`config.mk`:
```
export PLATFORM = sky130hd
export DESIGN_NAME = spi_reg_ctrl
export DESIGN_NICKNAME = d
export VERILOG_FILES = /design/src/rtl/spi_reg_ctrl.sv
export SDC_FILE = /design/constraint.sdc
export NUM_CORES = 1
export LEC_CHECK = 0
export CORE_UTILIZATION = 45
export CTS_BUF_LIST = sky130_fd_sc_hd__clkbuf_8
export DETAILED_ROUTE_END_ITERATION = 7
export PLACE_DENSITY = 0.73
export SLEW_MARGIN = 40
export SYNTH_ARGS = -nofsm -noshare
export SYNTH_HDL_FRONTEND = slang
export SYNTH_SLANG_ARGS = --single-unit
```
`constraint.sdc`:
```
create_clock -name clk -period 3.1 [get_ports clk]
set_clock_uncertainty 0.15 [all_clocks]
set_input_delay 0.93 -clock clk [delete_from_list [all_inputs] [get_ports clk]]
set_output_delay 0.93 -clock clk [all_outputs]
set_load 0.01 [all_outputs]
```
`src/rtl/spi_reg_ctrl.sv`:
```
// spi_reg_ctrl: turns the SPI slave shifter's byte stream into register-bus
// reads/writes. First byte of a frame is {rw, addr}; following bytes are write
// data or dummies clocked against read data, with the address auto-incrementing.
// Optional feature macro: SPI_REG_CTRL_STATUS_EN -- adds an 8-bit frame counter
// that is presented as the idle byte (shifted out during the next command byte).
module spi_reg_ctrl #(
  parameter int WIDTH       = 8,
  parameter int ADDR_W      = 7,
  parameter int SYNC_STAGES = 2
) (
  input  logic              clk,
  input  logic              rst_n,
  input  logic              spi_cs,
  input  logic              spi_strobe,
  input  logic [WIDTH-1:0]  spi_rx,
  output logic [WIDTH-1:0]  spi_tx,
  output logic [ADDR_W-1:0] reg_addr,
  output logic [WIDTH-1:0]  reg_wdata,
  output logic              reg_we,
  output logic              reg_re,
  input  logic [WIDTH-1:0]  reg_rdata,
  output logic              busy
);

  typedef enum logic [2:0] {WAIT_CS, IDLE, CMD, WR, RD} state_t;

  state_t                 state;
  logic [SYNC_STAGES-1:0] cs_sync, stb_sync;
  logic                   cs_s, stb_s, cs_d, stb_d;
  logic                   byte_evt, frame_end;
  logic [ADDR_W-1:0]      addr, rx_addr;
  logic                   rd_d;
  logic [WIDTH-1:0]       idle_nxt;

  assign cs_s      = cs_sync[SYNC_STAGES-1];
  assign stb_s     = stb_sync[SYNC_STAGES-1];
  assign frame_end = cs_s & ~cs_d;
  assign rx_addr   = spi_rx[ADDR_W-1:0];

  // Synchronisers plus edge detect. cs resets to "selected" so a frame already
  // running at reset is held off in WAIT_CS instead of being half-decoded.
  always_ff @(posedge clk) begin
    if (!rst_n) begin
      cs_sync  <= '0;
      stb_sync <= '0;
      cs_d     <= 1'b0;
      stb_d    <= 1'b0;
      byte_evt <= 1'b0;
    end else begin
      cs_sync  <= {cs_sync[SYNC_STAGES-2:0], spi_cs};
      stb_sync <= {stb_sync[SYNC_STAGES-2:0], spi_strobe};
      cs_d     <= cs_s;
      stb_d    <= stb_s;
      byte_evt <= stb_s & ~stb_d;
    end
  end

`ifdef SPI_REG_CTRL_STATUS_EN
  logic [7:0] frame_cnt;
  logic [7:0] cnt_nxt;
  assign cnt_nxt = frame_cnt + 8'd1;

  // Idle byte loaded at frame end is the post-increment count, fitted to WIDTH.
  always_comb begin
    idle_nxt = '0;
    for (int i = 0; i < WIDTH && i < 8; i++) idle_nxt[i] = cnt_nxt[i];
  end
`else
  assign idle_nxt = '0;
`endif

  // Frame sequencer with registered bus strobes and shifter reload.
  always_ff @(posedge clk) begin
    if (!rst_n) begin
      state     <= WAIT_CS;
      addr      <= '0;
      spi_tx    <= '0;
      reg_addr  <= '0;
      reg_wdata <= '0;
      reg_we    <= 1'b0;
      reg_re    <= 1'b0;
      busy      <= 1'b0;
      rd_d      <= 1'b0;
`ifdef SPI_REG_CTRL_STATUS_EN
      frame_cnt <= '0;
`endif
    end else begin
      reg_we <= 1'b0;
      reg_re <= 1'b0;
      rd_d   <= reg_re;
      // Read data lands one cycle after reg_re; drop it if the frame already closed.
      if (rd_d && state == RD) spi_tx <= reg_rdata;
      case (state)
        WAIT_CS: if (cs_s) state <= IDLE;
        IDLE: begin
          if (!cs_s) begin
            state <= CMD;
            busy  <= 1'b1;
          end
        end
        CMD, WR, RD: begin
          if (byte_evt) begin
            if (state == CMD) begin
              if (spi_rx[WIDTH-1]) begin
                reg_re   <= 1'b1;
                reg_addr <= rx_addr;
                addr     <= rx_addr + ADDR_W'(1);
                state    <= RD;
              end else begin
                addr  <= rx_addr;
                state <= WR;
              end
            end else begin
              reg_addr <= addr;
              addr     <= addr + ADDR_W'(1);
              if (state == WR) begin
                reg_we    <= 1'b1;
                reg_wdata <= spi_rx;
              end else begin
                reg_re <= 1'b1;
              end
            end
          end
          // Frame end overrides the next-state above; any byte in the same
          // cycle has still issued its bus access.
          if (frame_end) begin
            state  <= IDLE;
            busy   <= 1'b0;
            spi_tx <= idle_nxt;
`ifdef SPI_REG_CTRL_STATUS_EN
            frame_cnt <= cnt_nxt;
`endif
          end
        end
        default: state <= WAIT_CS;
      endcase
    end
  end

endmodule
```
==> summary.md, run 1 <==
| Metric | Value |
|---|---|
| Count of buffers inserted at the top-level ports | `45` |
| Aggregate global routing overflow | `0` |
| Status | `completed` |
| DRC errors left | `0` |
| Total number of placement rows | `24` |
| Area of all placed cells without fillers | `0.00259 sq mm` |
| Signed area change from the synthesized netlist to the final layout | `26.5%` |
| Worst setup path class | `in2reg` |
| Vias in the first global route | `1655` |
| Syn. warnings | `0` |
| Post-synthesis average cell area | `8.30 sq um` |
| Cells traversed along the worst timing path | `clkdlybuf4s50_1, nor2_2, nor2_2, o211ai_1, o211a_1` |
| Netlist area before placement | `0.00205 sq mm` |
| Non-filler cells, final | `339` |
| Die outline area | `0.00483 sq mm` |
| Gate Count Post-Synth | `247` |
| Largest net degree at the start of global routing | `21` |
| DP Area | `0.00250 sq mm` |
| FMAX | `0.413 GHz` |
| Dominant cells by area after synthesis | `sky130_fd_sc_hd__dfxtp_1 (43%), sky130_fd_sc_hd__nand2_1 (10%), sky130_fd_sc_hd__a21oi_1 (4.1%)` |
| Number of hold violations in the final report | `0` |
| Leakage power summed over all cells | `0.000964 uW` |
| Hold-fix buffer count after cts | `0` |
| Min setup slack post-route | `0.680 ns` |
| Unrepaired setup endpoints after global routing | `false` |
| Vias/cell | `5.19` |
| Detail Route Antenna Nets | `0` |
| Final total negative setup slack | `0 ns` |
| Number of detailed-route iterations in the first pass | `4` |
| Number of placed instances, taps included | `331` |
| Number of enable-type register cells in the synthesized netlist | `0` |
| Critical Path AT | `2.46 ns` |
| Total global routing track utilization | `19.2%` |
| DR vias | `1758` |
| Core Box Area | `0.00435 sq mm` |
| Cell with the biggest individual delay on the critical path | `sky130_fd_sc_hd__clkdlybuf4s50_1` |
| Number of nets in the synthesized netlist | `269` |
| DRT Wirelength | `4390 microns` |
| Effective utilization at floorplan | `47.1%` |
| Routed wire length per instance | `12.9 microns` |
| Total power | `1120 uW` |
| DIE WIDTH | `69.5 microns` |
| Count of fill cells added during filler insertion | `413` |
| Clock-pin slew reported for the worst setup and hold paths after clock tree synthesis | `0.08 ns` |
| Worst path required time | `3.14 ns` |
| Detailed Route Iter0 Violations | `77` |
| Final number of setup-violating endpoints | `0` |
| DPL Wire Length | `3100 microns` |
| Total number of clock tree sinks | `44` |
| Placer's final routability congestion estimate | `0.803` |
| Worst Setup End Kind | `flop` |
| Worst-case vdd ir drop | `0.360 mV` |
| Vertical die dimension | `69.5 microns` |
| Top flip-flop cell by instance count after synthesis | `sky130_fd_sc_hd__dfxtp_1` |
| Number of distinct standard cells referenced by the synthesized netlist | `44` |
| Reported max-cap violation count | `0` |
| Worst Setup Slack post-DPL | `0.379 ns` |
| Power per Cell Area | `433 mW/mm^2` |
| Portion of the post-synthesis area used by sequential elements | `43.0%` |
| Worst relative slew slack | `66.6%` |
| Antenna Cells | `0` |
| First-pass GRT wire length | `7510 microns` |
| Fraction of final layout cells sized beyond drive strength 1 | `6.97%` |
| CTS H-tree lvls | `2` |
| Worst-path fanout max | `14` |
| Cell with the most instances on the worst path | `sky130_fd_sc_hd__nor2_2` |
| Hold Path Class | `reg2reg` |
| CTS tree | `done` |
| Clock buffer depth | `2` |
| Antenna violations before repair | `0` |
| Share of the cycle needed by the critical path after routing | `78.1%` |
| Yosys top cell area share | `43.0%` |
| Crit path launch type | `primary input` |
| Root cell of the clock tree | `sky130_fd_sc_hd__clkbuf_8` |
| Count of pins over their slew limit | `0` |
| Final #Nets | `308` |
| Top-level port count | `46` |
| Gates resized, CTS repair | `0` |
| CP max stage delay | `0.72 ns` |
| Number of buffers added by the clock tree synthesis step | `5` |
| Actual transition at the worst max-transition pin | `0.501 ns` |
| Async SR Flop Fraction | `0%` |
| Cell type contributing the most total cell area after synthesis | `sky130_fd_sc_hd__dfxtp_1` |
| Yosys reg bits | `44` |
| Clock period minus worst slack | `2.42 ns` |
| Skew-Pair Late Insertion Delay | `0.30 ns` |
| Post CTS Setup Buffer Count | `0` |
metal layers:
metal,wire (microns),global-route usage (%),up-vias
met1,2270,26.2,789
met5,0,0,-
met4,63,8.16,0
met2,1890,29.4,36
li1,-,-,926
met3,158,3.92,7
path summary, 6_finish.rpt:
path	startpoint	endpoint	slack, ns	cells after the start
setup reg to reg	state[2]	reg_addr[4]	0.95	5
hold reg to reg	stb_d	byte_evt	0.23	1
hold / removal	stb_d	byte_evt	0.23	1
setup / recovery	spi_rx[7]	reg_addr[4]	0.68	5
cell usage after synthesis (2+ instances only):
cell                       count
sky130_fd_sc_hd__ha_1          2
sky130_fd_sc_hd__o211a_1       7
sky130_fd_sc_hd__xor2_1        4
sky130_fd_sc_hd__nor2b_1       5
sky130_fd_sc_hd__nor3b_1       2
sky130_fd_sc_hd__mux2i_1       2
sky130_fd_sc_hd__a21boi_0      9
sky130_fd_sc_hd__o21ai_2       2
sky130_fd_sc_hd__clkbuf_1      5
sky130_fd_sc_hd__a31oi_1       2
sky130_fd_sc_hd__and2_2        2
sky130_fd_sc_hd__xnor2_1       2
sky130_fd_sc_hd__dfxtp_1      44
sky130_fd_sc_hd__nor2_1        8
sky130_fd_sc_hd__o21a_1        2
sky130_fd_sc_hd__buf_2         8
sky130_fd_sc_hd__a21oi_1      17
sky130_fd_sc_hd__inv_1         3
sky130_fd_sc_hd__buf_6         3
sky130_fd_sc_hd__and2_1       10
sky130_fd_sc_hd__nand2_1      55
sky130_fd_sc_hd__nand4_1       7
sky130_fd_sc_hd__nor3_1        4
sky130_fd_sc_hd__and3_1        2
sky130_fd_sc_hd__nand3_1       9
sky130_fd_sc_hd__o21ai_0      12
sky130_fd_sc_hd__nor2_2        2
critical path: cells and delay by family:
kind	cells	cell delay, ns
buffers and inverters	1	0.72
AND/OR/NAND/NOR	2	0.48
AO/OA/AOI/OAI	2	0.33
kinds of logic (layout without fill, tap and decap cells):
group	after synthesis	in the layout	share of synthesized area (%)
fa+ha+maj	2	2	1.22
mux	2	2	0.976
buf+inv	20	60	5.43
compound gates	60	60	19.6
xor+xnor	6	6	2.56
simple gates	113	113	27.3
flops	44	44	43.0
power breakdown:
| part | switching, uW | internal, uW | leakage, uW |
|---|---|---|---|
| logic | 78.3 | 72.1 | 0.000559 |
| registers | 22.6 | 578 | 0.000356 |
| clock network | 195 | 178 | 0.0000486 |
registers in the layout, summed over array words and instances, names as in the netlist, 2 cells and up:
signal / count
spi_tx: 8
reg_addr: 7
addr: 7
stb_sync: 2
state: 3
reg_wdata: 8
cs_sync: 2
cell usage in the layout, fill, tap and decap left out, types with 8 or more instances in the layout:
| cell type | Yosys | layout |
|---|---|---|
| sky130_fd_sc_hd__a21oi_1 | 17 | 17 |
| sky130_fd_sc_hd__nand3_1 | 9 | 9 |
| sky130_fd_sc_hd__o21ai_0 | 12 | 12 |
| sky130_fd_sc_hd__a21boi_0 | 9 | 9 |
| sky130_fd_sc_hd__nor2_1 | 8 | 8 |
| sky130_fd_sc_hd__nand2_1 | 55 | 55 |
| sky130_fd_sc_hd__and2_1 | 10 | 10 |
| sky130_fd_sc_hd__dfxtp_1 | 44 | 44 |
| sky130_fd_sc_hd__clkdlybuf4s50_1 | 0 | 45 |
per-stage QoR:
stage / hold slack, ns / util (%)
4_1_cts: 0.234 / 59.6
3_3_place_gp: 0.219 / 57.4
2_1_floorplan: 0.217 / -
3_5_place_dp: 0.222 / 57.4
5_1_grt: 0.253 / 59.6
6_report: 0.234 / 59.6
layout make-up:
type                    instances  area (sq um)  area share (%)
multi-input cells             183          1060            41.0
flip-flops and latches         44           881            33.9
repair buffers                 49           480            18.5
clock buffers                   6          82.6            3.18
well taps                      52          65.1            2.51
clock inverters                 2          11.3           0.434
inverters                       3          11.3           0.434
Power figures use the tool's default switching activity.
==> run 2, diff against run 1 <==
==> constraint.sdc (replaced) <==
create_clock -name clk -period 2.39 [get_ports clk]
set_clock_uncertainty 0.15 [all_clocks]
set_input_delay 0.717 -clock clk [delete_from_list [all_inputs] [get_ports clk]]
set_output_delay 0.717 -clock clk [all_outputs]
set_load 0.01 [all_outputs]
==> run 2 against run 1 <==
Count of clock-buffer cells in the layout down 1. Global-route usage increased by 1.0 points. Final area up 2.7%. Utilization increased by 1.6 points. Critical path type unchanged. Largest power group unchanged. Highest routed layer unchanged.
==> summary.md, run 2 (synthesis results as in run 1) <==
| Metric | Value |
|---|---|
| Register-to-register path setup slack | `0.54 ns (was 0.95 ns)` |
| Clock-pin slew reported for the worst setup and hold paths after clock tree synthesis | `0.08 ns (about the same)` |
| CTS H-tree lvls | `2 (unchanged)` |
| Critical Path AT | `2.14 ns (was 2.46 ns)` |
| Crit path launch type | `primary input (unchanged)` |
| Antenna Cells | `0 (unchanged)` |
| Routed wire length per instance | `13.1 microns (was 12.9 microns)` |
| Number of hold violations in the final report | `0 (unchanged)` |
| Hold Path Class | `reg2reg (unchanged)` |
| Vertical die dimension | `69.5 microns (unchanged)` |
| Vias/cell | `5.33 (was 5.19)` |
| Signed area change from the synthesized netlist to the final layout | `30.0% (was 26.5%)` |
| Worst setup path class | `in2reg (unchanged)` |
| Worst path required time | `2.44 ns (was 3.14 ns)` |
| Die outline area | `0.00483 sq mm (unchanged)` |
| Utilization of the core after routing | `61.2% (was 59.6%)` |
| Power per Cell Area | `547 mW/mm^2 (was 433 mW/mm^2)` |
| Most used cells in the layout excluding fill and tap cells | `sky130_fd_sc_hd__nand2_1 (55), sky130_fd_sc_hd__clkdlybuf4s50_1 (45), sky130_fd_sc_hd__dfxtp_1 (44), sky130_fd_sc_hd__a21oi_1 (17), sky130_fd_sc_hd__o21ai_0 (12) (unchanged)` |
| Aggregate global routing overflow | `0 (unchanged)` |
| Hold-fix buffer count after cts | `0 (unchanged)` |
| Root cell of the clock tree | `sky130_fd_sc_hd__clkbuf_8 (unchanged)` |
| Clock period minus worst slack | `2.09 ns` |
| Number of buffers added by the clock tree synthesis step | `5 (unchanged)` |
| Antenna violations before repair | `0 (unchanged)` |
| Worst Setup End Kind | `flop (unchanged)` |
| Number of detailed-route iterations in the first pass | `4 (unchanged)` |
| CTS tree | `done (unchanged)` |
| DPL Wire Length | `3150 microns (was 3100 microns)` |
| Sequential cell fraction of total power | `53.1% (was 53.4%)` |
| Effective utilization at floorplan | `47.1% (unchanged)` |
| Actual transition at the worst max-transition pin | `0.471 ns (was 0.501 ns)` |
| Worst-case vdd ir drop | `0.376 mV (was 0.360 mV)` |
| Total number of clock tree sinks | `44 (unchanged)` |
| Clock power frac | `32.0% (was 33.2%)` |
| Reg-to-Reg End | `reg_addr[4] (unchanged)` |
| CP max stage delay | `0.61 ns (was 0.72 ns)` |
| Detail Route Antenna Nets | `0 (unchanged)` |
| Worst-path fanout max | `8 (was 14)` |
| Largest net degree at the start of global routing | `37 (was 21)` |
| Unrepaired setup endpoints after global routing | `false (unchanged)` |
| Count of pins over their slew limit | `0 (unchanged)` |
| Detailed Route Iter0 Violations | `163 (was 77)` |
| Skew-Pair Late Insertion Delay | `0.30 ns (about the same)` |
| Share of the cycle needed by the critical path after routing | `87.4%` |
| Leakage power summed over all cells | `0.00101 uW (was 0.000964 uW)` |
| Net switching share of the total power | `27.4% (was 26.4%)` |
| Internal power consumption | `1060 uW (was 828 uW)` |
| DRT Wirelength | `4520 microns (was 4390 microns)` |
| WP buf/inv | `1 (unchanged)` |
| Total global routing track utilization | `20.2% (was 19.2%)` |
| Total number of placement rows | `24 (unchanged)` |
| Reg-to-reg critical path startpoint | `state[0] (was state[2])` |
| DIE WIDTH | `69.5 microns (unchanged)` |
| Placer's final routability congestion estimate | `0.821 (was 0.803)` |
| Vias in the first global route | `1702 (was 1655)` |
| Cell with the biggest individual delay on the critical path | `sky130_fd_sc_hd__clkdlybuf4s50_1 (unchanged)` |
| DR vias | `1845 (was 1758)` |
| Final total negative setup slack | `0 ns (unchanged)` |
| Clock buffer depth | `2 (unchanged)` |
| Min setup slack post-route | `0.302 ns (was 0.680 ns)` |
| Reported max-cap violation count | `0 (unchanged)` |
| Origin of the worst min-delay path | `stb_d (unchanged)` |
| Count of fill cells added during filler insertion | `374 (was 413)` |
| Cell class contributing the biggest share of worst-path delay | `buffers and inverters (unchanged)` |
| NetSw | `400 uW (was 296 uW)` |
| First-pass GRT wire length | `7870 microns (was 7510 microns)` |
| Commonest non-fill, non-tap cell in the layout | `sky130_fd_sc_hd__nand2_1 (unchanged)` |
| DRC errors left | `0 (unchanged)` |
| Status | `completed (unchanged)` |
| Gates resized, CTS repair | `0 (unchanged)` |
| Combinational cell fraction of total power | `15.0% (was 13.4%)` |
| Cells traversed along the worst timing path | `clkdlybuf4s50_1, and3_1, nand4_1, xor2_1, nor3_1, o21a_1 (was clkdlybuf4s50_1, nor2_2, nor2_2, o211ai_1, o211a_1)` |
| Top-level port count | `46 (unchanged)` |
| Fraction of final layout cells sized beyond drive strength 1 | `9.52% (was 6.97%)` |
| Core Box Area | `0.00435 sq mm (unchanged)` |
| Area occupied by multi-input gates | `0.00106 sq mm (unchanged)` |
| WHS Endpoint | `byte_evt (unchanged)` |
| Post CTS Setup Buffer Count | `0 (unchanged)` |
| Final number of setup-violating endpoints | `0 (unchanged)` |
| Sequential cell area | `881 sq um (unchanged)` |
| FMAX | `0.479 GHz` |
| Count of buffers inserted at the top-level ports | `45 (unchanged)` |
| Cell depth of the worst hold path | `1 (unchanged)` |
| Final #Nets | `315 (was 308)` |
| Worst relative slew slack | `68.6% (was 66.6%)` |
| Worst Setup Slack post-DPL | `0.0535 ns (was 0.379 ns)` |
| Cells on worst reg2reg path | `6 (was 5)` |
| Leading registers by flop count | `reg_wdata (8), spi_tx (8) (unchanged)` |
## run 2: changes by cell type in the layout (fill, tap and decap cells not counted)
cell	before	now
sky130_fd_sc_hd__buf_12	0	2
sky130_fd_sc_hd__buf_4	4	9
sky130_fd_sc_hd__clkbuf_8	6	5
sky130_fd_sc_hd__clkinv_2	0	2
sky130_fd_sc_hd__clkinv_4	0	1
sky130_fd_sc_hd__clkinvlp_4	1	0
sky130_fd_sc_hd__inv_1	4	3
## run 2: worst reg2reg max path, delay by kind of cell (launching register included)
kind                   cells  cell delay, ns
AO/OA/AOI/OAI              3            0.66
flip-flops                 1            0.58
AND/OR/NAND/NOR            2            0.23
buffers and inverters      1            0.16
## run 2: area by class of cell
| class | instances | share of cell area, % |
|---|---|---|
| Timing Repair Buffer | 56 | 20.9 |
| Multi-Input combinational cell | 183 | 39.9 |
| Sequential cell | 44 | 33.0 |
| Clock inverter | 3 | 0.704 |
| Tap cell | 52 | 2.44 |
| Inverter | 3 | 0.422 |
| Clock buffer | 5 | 2.58 |
## run 2: per-layer routing
metal | wire length (microns) | GRT usage (%) | share of wire [%]
met4 | 61 | 7.26 | 1.3
met5 | 0 | 0 | 0
met3 | 252 | 4.94 | 5.6
met2 | 2000 | 30.2 | 44
met1 | 2210 | 28.3 | 49
## run 2: worst max path at each step
| stage | startpoint | endpoint | slack, ns | cells after the start |
|---|---|---|---|---|
| global route | spi_rx[7] | addr[6] | 0.22 | 6 |
| CTS | reg_re | reg_re | 0.32 | 1 |
| global placement | spi_rx[7] | addr[6] | 0.07 | 6 |
| detailed placement | spi_rx[2] | addr[6] | 0.05 | 6 |
| finish | spi_rx[7] | addr[6] | 0.30 | 6 |
| floorplan | spi_rx[7] | addr[2] | 0.56 | 6 |
## run 2: stage by stage
| step | hold slack [ns] | total power (uW) | area, sq um | cells |
|---|---|---|---|---|
| after floorplan | 0.217 | 921 | 2050 | 247 |
| after global placement | 0.222 | 1010 | 2580 | 338 |
| final | 0.239 | 1460 | 2670 | 346 |
| after global routing | 0.271 | 1530 | 2670 | 346 |
| after CTS | 0.244 | 1470 | 2670 | 346 |
| after detailed placement | 0.230 | 1010 | 2580 | 338 |
## run 2: power by group through the flow
stage | sequential, uW | clock, uW | combinational, uW
after global placement | 791 | 0 | 215
after detailed placement | 792 | 0 | 216
after floorplan | 779 | 0 | 143
final | 774 | 466 | 219
after CTS | 775 | 478 | 218
after global routing | 779 | 505 | 245
==> run 3, diff against run 2 <==
--- a/config.mk
+++ b/config.mk
@@ -5,10 +5,9 @@
 export SDC_FILE = /design/constraint.sdc
 export NUM_CORES = 1
 export LEC_CHECK = 0
-export CORE_UTILIZATION = 45
+export CORE_UTILIZATION = 25
 export CTS_BUF_LIST = sky130_fd_sc_hd__clkbuf_8
 export DETAILED_ROUTE_END_ITERATION = 7
-export PLACE_DENSITY = 0.73
 export SLEW_MARGIN = 40
 export SYNTH_ARGS = -nofsm -noshare
 export SYNTH_HDL_FRONTEND = slang
==> run 3 against run 2 <==
Non-clock buffer count up 2. Worst setup slack gained 0.011 ns. Critical path depth is 5 lower. Sequential power shrank 1%. Combinational power is 7% higher. Register-to-register slack improved by 0.02 ns. Clock power rose by 44%. Sequential cell count stayed put. Final cell count up 15%. First-iteration DRC count decreased by 65%. Hold slack improved by 0.0077 ns. Critical path type is now reg2out. Critical endpoint is now reg_addr[5]. Largest cell class unchanged.
==> summary.md, run 3 (synthesis results as in run 1) <==
| Metric | Value |
|---|---|
| Die outline area | `0.00857 sq mm (was 0.00483 sq mm)` |
| DR vias | `1857 (was 1845)` |
| FMAX | `0.481 GHz (was 0.479 GHz)` |
| Number of detailed-route iterations in the first pass | `4 (unchanged)` |
| Cell class contributing the biggest share of worst-path delay | `buffers and inverters (unchanged)` |
| CTS tree | `done (unchanged)` |
| Leading registers by flop count | `reg_wdata (8), spi_tx (8) (unchanged)` |
| DIE WIDTH | `92.6 microns (was 69.5 microns)` |
| First-pass GRT wire length | `8360 microns (was 7870 microns)` |
| Count of buffers inserted at the top-level ports | `45 (unchanged)` |
| Vias in the first global route | `1816 (was 1702)` |
| Skew-Pair Late Insertion Delay | `0.30 ns (about the same)` |
| Vertical die dimension | `92.6 microns (was 69.5 microns)` |
| DPL Wire Length | `3440 microns (was 3150 microns)` |
| DP Area | `0.00264 sq mm (was 0.00258 sq mm)` |
| DRT Wirelength | `4850 microns (was 4520 microns)` |
| Clock period minus worst slack | `2.08 ns (was 2.09 ns)` |
| Critical Path AT | `1.21 ns (was 2.14 ns)` |
| Count of fill cells added during filler insertion | `840 (was 374)` |
| Area of all placed cells without fillers | `0.00277 sq mm (was 0.00267 sq mm)` |
| Antenna Cells | `0 (unchanged)` |
| Status | `completed (unchanged)` |
| Largest net degree at the start of global routing | `37 (unchanged)` |
| Total number of placement rows | `32 (was 24)` |
| Final total negative setup slack | `0 ns (unchanged)` |
| Worst relative slew slack | `66.7% (was 68.6%)` |
| Share of the cycle needed by the critical path after routing | `86.9% (was 87.4%)` |
| Vias/cell | `4.68 (was 5.33)` |
| Worst path required time | `1.52 ns (was 2.44 ns)` |
| Reported max-cap violation count | `0 (unchanged)` |
| Leakage power summed over all cells | `0.00103 uW (was 0.00101 uW)` |
| Aggregate global routing overflow | `0 (unchanged)` |
| DRC errors left | `0 (unchanged)` |
| Hold slack | `0.246 ns (was 0.239 ns)` |
| Actual transition at the worst max-transition pin | `0.500 ns (was 0.471 ns)` |
| Fraction of final layout cells sized beyond drive strength 1 | `9.83% (was 9.52%)` |
| Number of buffers added by the clock tree synthesis step | `5 (unchanged)` |
| Area occupied by multi-input gates | `0.00106 sq mm (unchanged)` |
| Antenna violations before repair | `0 (unchanged)` |
| Core Box Area | `0.00785 sq mm (was 0.00435 sq mm)` |
| Worst Setup End Kind | `primary output (was flop)` |
| Final #Nets | `317 (was 315)` |
| CP max stage delay | `0.55 ns (was 0.61 ns)` |
| Placer's final routability congestion estimate | `0.875 (was 0.821)` |
| Detail Route Antenna Nets | `0 (unchanged)` |
| Root cell of the clock tree | `sky130_fd_sc_hd__clkbuf_8 (unchanged)` |
| Post CTS Setup Buffer Count | `0 (unchanged)` |
| Effective utilization at floorplan | `26.1% (was 47.1%)` |
| Clock-pin slew reported for the worst setup and hold paths after clock tree synthesis | `0.08 ns (about the same)` |
| Worst-case vdd ir drop | `0.230 mV (was 0.376 mV)` |
| Total global routing track utilization | `12.1% (was 20.2%)` |
| Worst setup path class | `reg2out (was in2reg)` |
| Cell with the biggest individual delay on the critical path | `sky130_fd_sc_hd__clkdlybuf4s50_1 (unchanged)` |
| Total number of clock tree sinks | `44 (unchanged)` |
| Final number of setup-violating endpoints | `0 (unchanged)` |
| Hold Path Class | `reg2reg (unchanged)` |
| CTS H-tree lvls | `2 (unchanged)` |
| Worst-path fanout max | `2 (was 8)` |
| Most used cells in the layout excluding fill and tap cells | `sky130_fd_sc_hd__nand2_1 (55), sky130_fd_sc_hd__clkdlybuf4s50_1 (45), sky130_fd_sc_hd__dfxtp_1 (44), sky130_fd_sc_hd__a21oi_1 (17) (was sky130_fd_sc_hd__nand2_1 (55), sky130_fd_sc_hd__clkdlybuf4s50_1 (45), sky130_fd_sc_hd__dfxtp_1 (44), sky130_fd_sc_hd__a21oi_1 (17), sky130_fd_sc_hd__o21ai_0 (12))` |
| Power per Cell Area | `602 mW/mm^2 (was 547 mW/mm^2)` |
| Cells traversed along the worst timing path | `clkdlybuf4s50_1 (was clkdlybuf4s50_1, and3_1, nand4_1, xor2_1, nor3_1, o21a_1)` |
| Crit path launch type | `flop (was primary input)` |
| Unrepaired setup endpoints after global routing | `false (unchanged)` |
| WP buf/inv | `1 (unchanged)` |
| Signed area change from the synthesized netlist to the final layout | `35.2% (was 30.0%)` |
| Sequential cell area | `881 sq um (unchanged)` |
| Gates resized, CTS repair | `0 (unchanged)` |
| Commonest non-fill, non-tap cell in the layout | `sky130_fd_sc_hd__nand2_1 (unchanged)` |
| Routed wire length per instance | `12.2 microns (was 13.1 microns)` |
| Number of hold violations in the final report | `0 (unchanged)` |
| Count of pins over their slew limit | `0 (unchanged)` |
| Top-level port count | `46 (unchanged)` |
| Detailed Route Iter0 Violations | `57 (was 163)` |
| Clock buffer depth | `2 (unchanged)` |
| Utilization of the core after routing | `35.3% (was 61.2%)` |
| Hold-fix buffer count after cts | `0 (unchanged)` |
==> run 3: power by group <==
part	leakage (uW)	internal, uW	switching (uW)	total, uW
Combinational	0.000609	112	123	235
Sequential	0.000356	750	15.1	765
Clock	0.0000642	411	257	669
==> run 3: cell type report <==
type                            count  area share [%]
Clock buffer                        5            2.48
Clock inverter                      2            2.17
Inverter                            3           0.406
Multi-Input combinational cell    183            38.4
Sequential cell                    44            31.8
Tap cell                          102            4.60
Timing Repair Buffer               58            20.2
==> run 3: metal layers <==
metal,up-vias,routed length [microns],track usage (%)
li1,946,-,-
met1,845,2350,16.1
met2,59,2130,18.7
met3,7,294,3.45
met4,0,73,4.17
met5,-,0,0
==> run 3: per-stage QoR <==
| stage | cells | setup WS, ns | total power [uW] |
|---|---|---|---|
| 6_report | 397 | 0.313 | 1670 |
| 3_3_place_gp | 390 | 0.116 | 1020 |
| 3_5_place_dp | 390 | 0.0784 | 1020 |
| 2_1_floorplan | 247 | 0.563 | 921 |
| 4_1_cts | 397 | 0.292 | 1690 |
| 5_1_grt | 397 | 0.270 | 1750 |
==> run 3: final timing paths <==
check	startpoint	end	slack, ns	cells past startpoint
min reg2reg	stb_d	byte_evt	0.25	1
max reg2reg	state[1]	reg_addr[0]	0.56	5
min	stb_d	byte_evt	0.25	1
max	reg_addr[5]	reg_addr[5]	0.31	1
